File: config.mk
export PLATFORM = sky130hd
export DESIGN_NAME = irq_pending_capture
export DESIGN_NICKNAME = d
export VERILOG_FILES = /design/src/rtl/irq_pending_capture.sv
export SDC_FILE = /design/constraint.sdc
export NUM_CORES = 1
export LEC_CHECK = 0
export CORE_AREA = 2 2 39 41
export DETAILED_ROUTE_END_ITERATION = 8
export DIE_AREA = 0 0 41 43
export GPL_TIMING_DRIVEN = 0
export PLACE_DENSITY = 0.73
export RECOVER_POWER = 25
export SLEW_MARGIN = 25
export SYNTH_ARGS = -nofsm -noshare
export SYNTH_HDL_FRONTEND = slang
export SYNTH_SLANG_ARGS = --single-unit
File: constraint.sdc
create_clock -name clk -period 2.55 [get_ports clk]
set_input_delay 0.6375 -clock clk [delete_from_list [all_inputs] [get_ports clk]]
set_output_delay 0.6375 -clock clk [all_outputs]
set_load 0.02 [all_outputs]
File: src/rtl/irq_pending_capture.sv
// Latches rising edges on four request lines as pending events and serves them one at a
// time, highest index first, as a 2-bit code with a valid/ack handshake.
// Define IRQ_SYNC2_EN to pass req through a 2-flop synchronizer when it is asynchronous to clk.
module irq_pending_capture #(
    parameter int N  = 4,
    parameter int CW = 2
) (
    input  logic          clk,
    input  logic          rst_n,
    input  logic [N-1:0]  req,
    input  logic          ack,
    output logic [CW-1:0] code,
    output logic          valid,
    output logic [N-1:0]  pending,
    output logic [N-1:0]  overrun
);

    typedef enum logic {
        IDLE    = 1'b0,
        PRESENT = 1'b1
    } state_t;

    state_t        state;
    state_t        state_next;
    logic [N-1:0]  req_s;
    logic [N-1:0]  req_q;
    logic [N-1:0]  rise;
    logic [N-1:0]  clr;
    logic [N-1:0]  pending_next;
    logic [N-1:0]  overrun_next;
    logic [CW-1:0] code_next;
    logic [CW-1:0] top_idx;

`ifdef IRQ_SYNC2_EN
    logic [N-1:0] sync1;
    logic [N-1:0] sync2;

    // Synchronizer resets high so lines already asserted at reset release raise no event.
    always_ff @(posedge clk) begin
        if (!rst_n) begin
            sync1 <= '1;
            sync2 <= '1;
        end else begin
            sync1 <= req;
            sync2 <= sync1;
        end
    end

    assign req_s = sync2;
`else
    assign req_s = req;
`endif

    assign rise  = req_s & ~req_q;
    assign valid = (state == PRESENT);

    // Ascending scan: the last hit, i.e. the highest set bit, wins.
    always_comb begin
        top_idx = '0;
        for (int i = 0; i < N; i++) begin
            if (pending[i]) top_idx = CW'(i);
        end
    end

    always_comb begin
        // NOTE: every output of this block gets a default first, so no path can infer a latch.
        state_next = state;
        code_next  = code;
        clr        = '0;
        case (state)
            IDLE: begin
                if (|pending) begin
                    state_next = PRESENT;
                    code_next  = top_idx;
                end
            end
            PRESENT: begin
                if (ack) begin
                    state_next = IDLE;
                    clr[code]  = 1'b1;
                end
            end
            default: state_next = IDLE;
        endcase
        // Set is applied after clear so a coincident new edge survives retirement.
        pending_next = (pending & ~clr) | rise;
        overrun_next = (overrun | (rise & pending)) & ~clr;
    end

    // NOTE: sequential state uses non-blocking assignments so every flop samples pre-edge values.
    always_ff @(posedge clk) begin
        if (!rst_n) begin
            state   <= IDLE;
            code    <= '0;
            pending <= '0;
            overrun <= '0;
            req_q   <= '1;
        end else begin
            state   <= state_next;
            code    <= code_next;
            pending <= pending_next;
            overrun <= overrun_next;
            req_q   <= req_s;
        end
    end

endmodule
# Yosys cells after proc, flatten, opt, wreduce, memory -nomap -nowiden
# Index checks and enable logic that the tools add are counted.
dict set report word_totals {
  output_inout_bits 11
  in_bits 7
  reg_bits 15
  wordCells 29
}
dict set report classes {
  bitwise 9
  magnitude_cmp 2
  muxes 10
  n_reduce_logical 3
}
# op count
set ops {}
lappend ops {{$and A4 B4 Y4} 4}
lappend ops {{$mux W4} 2}
lappend ops {{$not A4 Y4} 2}
lappend ops {{$or A4 B4 Y4} 2}
lappend ops {{$mux W1} 4}
lappend ops {{$mux W2} 2}
lappend ops {{$reduce_or A4 Y1} 1}
lappend ops {{$lt A2 B3 Y1 const B} 1}
lappend ops {{$demux W1 S2} 1}
lappend ops {{$ge A2 B1 Y1 const B} 1}
lappend ops {{$pmux W1 S2} 1}
lappend ops {{$reduce_and A2 Y1} 1}
lappend ops {{$logic_and A1 B1 Y1} 1}
lappend ops {{$not A1 Y1} 1}

# Longest topological paths before layout
dict set report depth {
  word_depth 9
  mapped_depth 3
}

# Worst setup path before layout
# OpenSTA, ideal clock, no wires.
dict set report synth_timing {
  path_type {reg-to-output}
  from {register state, in the netlist valid}
  to {output port valid}
  path_buffers 0
  setup_slack_ps 1408
  required_ps 1913
  arrival_time_ps 504
  stages_incl_launch_ff 1
  path_cell_list {dfxtp_1}
}
# item line
set synth_lines {}
lappend synth_lines {{from (decl)} 23} ;# state_t state;
lappend synth_lines {{from (signal assigned)} 99} ;# state <= state_next;
lappend synth_lines {{to (decl)} 13} ;# output logic valid,
# No word-level cell between the ends.

# Worst setup path after layout
dict set report layout_timing {
  from {register state, in the netlist valid}
  to {output port valid}
}
# No word-level cell between the ends.

==> metrics.log <==
INFO  metric outcome = finished clean
INFO  metric core = 0.00138 mm²
INFO  metric synth_area_leader_cell = sky130_fd_sc_hd__dfxtp_1
INFO  metric syn_to_final_growth = 39.3%
INFO  metric setup.worst_path.start_class = flop
INFO  metric crit_chain = clkdlybuf4s50_1
INFO  metric mappedNetlistNets = 67
INFO  metric rsz0062_at_grt = no
INFO  metric critPathKind = reg -> out
INFO  metric grt_antenna_before_repair = 0
INFO  metric switchingPower = 0.000129 W
INFO  metric first_global_vias = 398
INFO  metric worstMarginPinSlew = 418 ps
INFO  metric fin_crit = 2060 ps
INFO  metric yosys-top-cells-area = sky130_fd_sc_hd__dfxtp_1 55%, sky130_fd_sc_hd__a21oi_1 7.3%, sky130_fd_sc_hd__nor2b_1 6.8%, sky130_fd_sc_hd__nand2b_1 5.7%, sky130_fd_sc_hd__nand2_1 4.1%
INFO  metric initial_core_util = 39.6%
INFO  metric worst-endpoint-required = 1910 ps
INFO  metric track_usage = 14.5%
INFO  metric num_rows = 14
INFO  metric finalCritPeriodShare = 80.8%
INFO  metric layout.cells.non_filler = 97
INFO  metric post_cts_resized = 0
INFO  metric clock-sinks = 15
INFO  metric crit_path_max_fanout = 8
INFO  metric clk-insertion-delay-late = 290 ps
INFO  metric vias_per_cell = 4.92
INFO  metric drcViolationCount = 0
INFO  metric dp.final_hpwl = 778 µm
INFO  metric totalWireLength = 1.11 mm
INFO  metric drive_above_1_share = 4.94%
INFO  metric slowest_stage = sky130_fd_sc_hd__clkdlybuf4s50_1
INFO  metric p_int = 0.000351 W
INFO  metric routabilityCongestion = 0.732
INFO  metric fp.dieH = 43 µm
INFO  metric ys_ff_latch = 15
INFO  metric post-cts-setup-buffer-count = 0
INFO  metric final_hold_viol_count = 0
INFO  metric yosysSeqAreaShare = 54.8%
INFO  metric area_of_all_placed_cells_without_fillers = 763 µm²
INFO  metric cap_violations = 0
INFO  metric min-delay-path-class = reg -> reg
INFO  metric layout.cells.most_common_list = 15 x sky130_fd_sc_hd__dfxtp_1, 15 x sky130_fd_sc_hd__clkdlybuf4s50_1, 8 x sky130_fd_sc_hd__a21oi_1, 6 x sky130_fd_sc_hd__nor2b_1, 6 x sky130_fd_sc_hd__nand2_1
INFO  metric cts_buffers = 3
INFO  metric drv_slew = 0
INFO  metric yosys_warnings = 0
INFO  metric grt_max_degree = 11
INFO  metric layout.nets = 89
INFO  metric setup-violations-final = 0
INFO  metric fmax = 485 MHz
INFO  metric n_antenna_cell = 0
INFO  metric synth.lib_cells_used.distinct = 17
INFO  metric timing.critical_path.arrival = 1420 ps
INFO  metric worst_clock_skew = 7.14 ps
INFO  metric io_buffers = 17
INFO  metric cts-htree-levels = 1
INFO  metric dr_total_vias = 477
INFO  metric synth.top_cell.area_share = 54.8%
INFO  metric vdd.ir_drop.worst = 0.278 mV
INFO  metric power.total = 0.000479 W
INFO  metric floorplan.io_pins = 18
INFO  metric cts-root-buf = sky130_fd_sc_hd__clkbuf_4
INFO  metric buf_inv_on_cp = 1
INFO  metric cts.clk_slew.worst_paths = 90 ps
INFO  metric floorplan_die_width = 41 µm
INFO  metric grt_pass1_wl = 1.64 mm
INFO  metric firstDrtPassIters = 4
INFO  metric netlist_area = 548 µm²
INFO  metric cts_hold_repair.buffers = 0
INFO  metric place_area = 738 µm²
INFO  metric slew_headroom = 72.2%
INFO  metric place.detailed.instances = 93
INFO  metric postRouteAntennaNets = 0
INFO  metric gr-total-overflow = 0
INFO  metric worstSetupEndpointType = primary output
INFO  metric postSynthCellCount = 60
INFO  metric die_area = 0.00176 mm²
INFO  metric drtIter0Drc = 8
INFO  metric cts_tree = built
INFO  metric route.detailed.wl_per_inst = 11.5 µm
INFO  metric cts_buffer_depth = 2
INFO  metric clockPowerShare = 28.5%
INFO  metric share_comb_of_total_power = 16.2%
INFO  metric power_per_cell_area = 628 mW/mm²
INFO  metric fin_tns_setup = 0 ps
INFO  metric p_seq_share = 55.3%
INFO  metric timing.critical_path.max_delay_family = buffers and inverters
INFO  metric max_stage_delay = 660 ps
INFO  metric post_synth.cell_area_avg = 9.13 µm²
INFO  metric power.switching_fraction = 26.8%
INFO  metric leakage = 0.279 nW
## sequential cells by signal, summed over array words and instances, names as in the netlist
| signal | count |
|---|---|
| code | 2 |
| overrun | 4 |
| req_q | 4 |
| pending | 4 |
| valid | 1 |
## per-stage QoR
stage	hold slack (ps)	util [%]	worst slack (ps)
3_3_place_gp	456	53.3	718
4_1_cts	486	55.2	507
2_1_floorplan	487	-	1410
3_5_place_dp	462	53.3	667
5_1_grt	513	55.2	423
6_report	486	55.2	490
## logic make-up (layout without fill, tap and decap cells)
group / after synthesis / count (layout) / synth area share [%]
AOI/OAI and AO/OA: 17 / 17 / 17.8
buffers and inverters: 4 / 25 / 2.97
DFF: 15 / 15 / 54.8
and+or+nand+nor: 24 / 24 / 24.4
## synthesized netlist by cell type
cell type                  number
sky130_fd_sc_hd__buf_2          1
sky130_fd_sc_hd__nor4_2         1
sky130_fd_sc_hd__o21ai_1        1
sky130_fd_sc_hd__nand2b_1       5
sky130_fd_sc_hd__nand4b_1       1
sky130_fd_sc_hd__nand2_1        6
sky130_fd_sc_hd__a21oi_1        8
sky130_fd_sc_hd__o21ai_0        4
sky130_fd_sc_hd__o311a_1        1
sky130_fd_sc_hd__a21boi_1       1
sky130_fd_sc_hd__nor2b_1        6
sky130_fd_sc_hd__dfxtp_1       15
sky130_fd_sc_hd__nor2_1         4
sky130_fd_sc_hd__nand4_1        1
sky130_fd_sc_hd__o31ai_1        1
sky130_fd_sc_hd__inv_1          3
sky130_fd_sc_hd__o21bai_1       1
## layer usage
layer,wire length [µm],vias to the layer above,GRT usage (%)
li1,-,246,-
met1,540,214,16.6
met2,487,13,20.6
met3,42,4,3.14
met4,41,0,14.0
met5,0,-,0
## worst paths after layout
path	endpoint	depth (start not counted)	slack, ps	start
setup / recovery	valid	1	490	valid$_SDFF_PN0_
hold / removal	overrun[3]$_SDFF_PN0_	2	490	overrun[3]$_SDFF_PN0_
setup reg to reg	pending[0]$_SDFF_PN0_	3	1420	valid$_SDFF_PN0_
hold reg to reg	overrun[3]$_SDFF_PN0_	2	490	overrun[3]$_SDFF_PN0_
## final cells by class
cell class	count	area, µm²
multi-input combinational	41	231
sequential	15	300
tap	16	20.0
buffer	1	3.75
timing repair buffer	17	170
fill	141	621
clock buffer	4	26.3
inverter	3	11.3
## power by group through the flow
stage / registers (W) / clock network, W / logic, W
floorplan: 0.000280 / 0 / 0.0000294
global placement: 0.000270 / 0 / 0.0000774
detailed placement: 0.000270 / 0 / 0.0000784
CTS: 0.000265 / 0.000138 / 0.0000786
global route: 0.000268 / 0.000150 / 0.0000851
finish: 0.000265 / 0.000137 / 0.0000777
No activity file was read; power rests on OpenSTA's default activity.
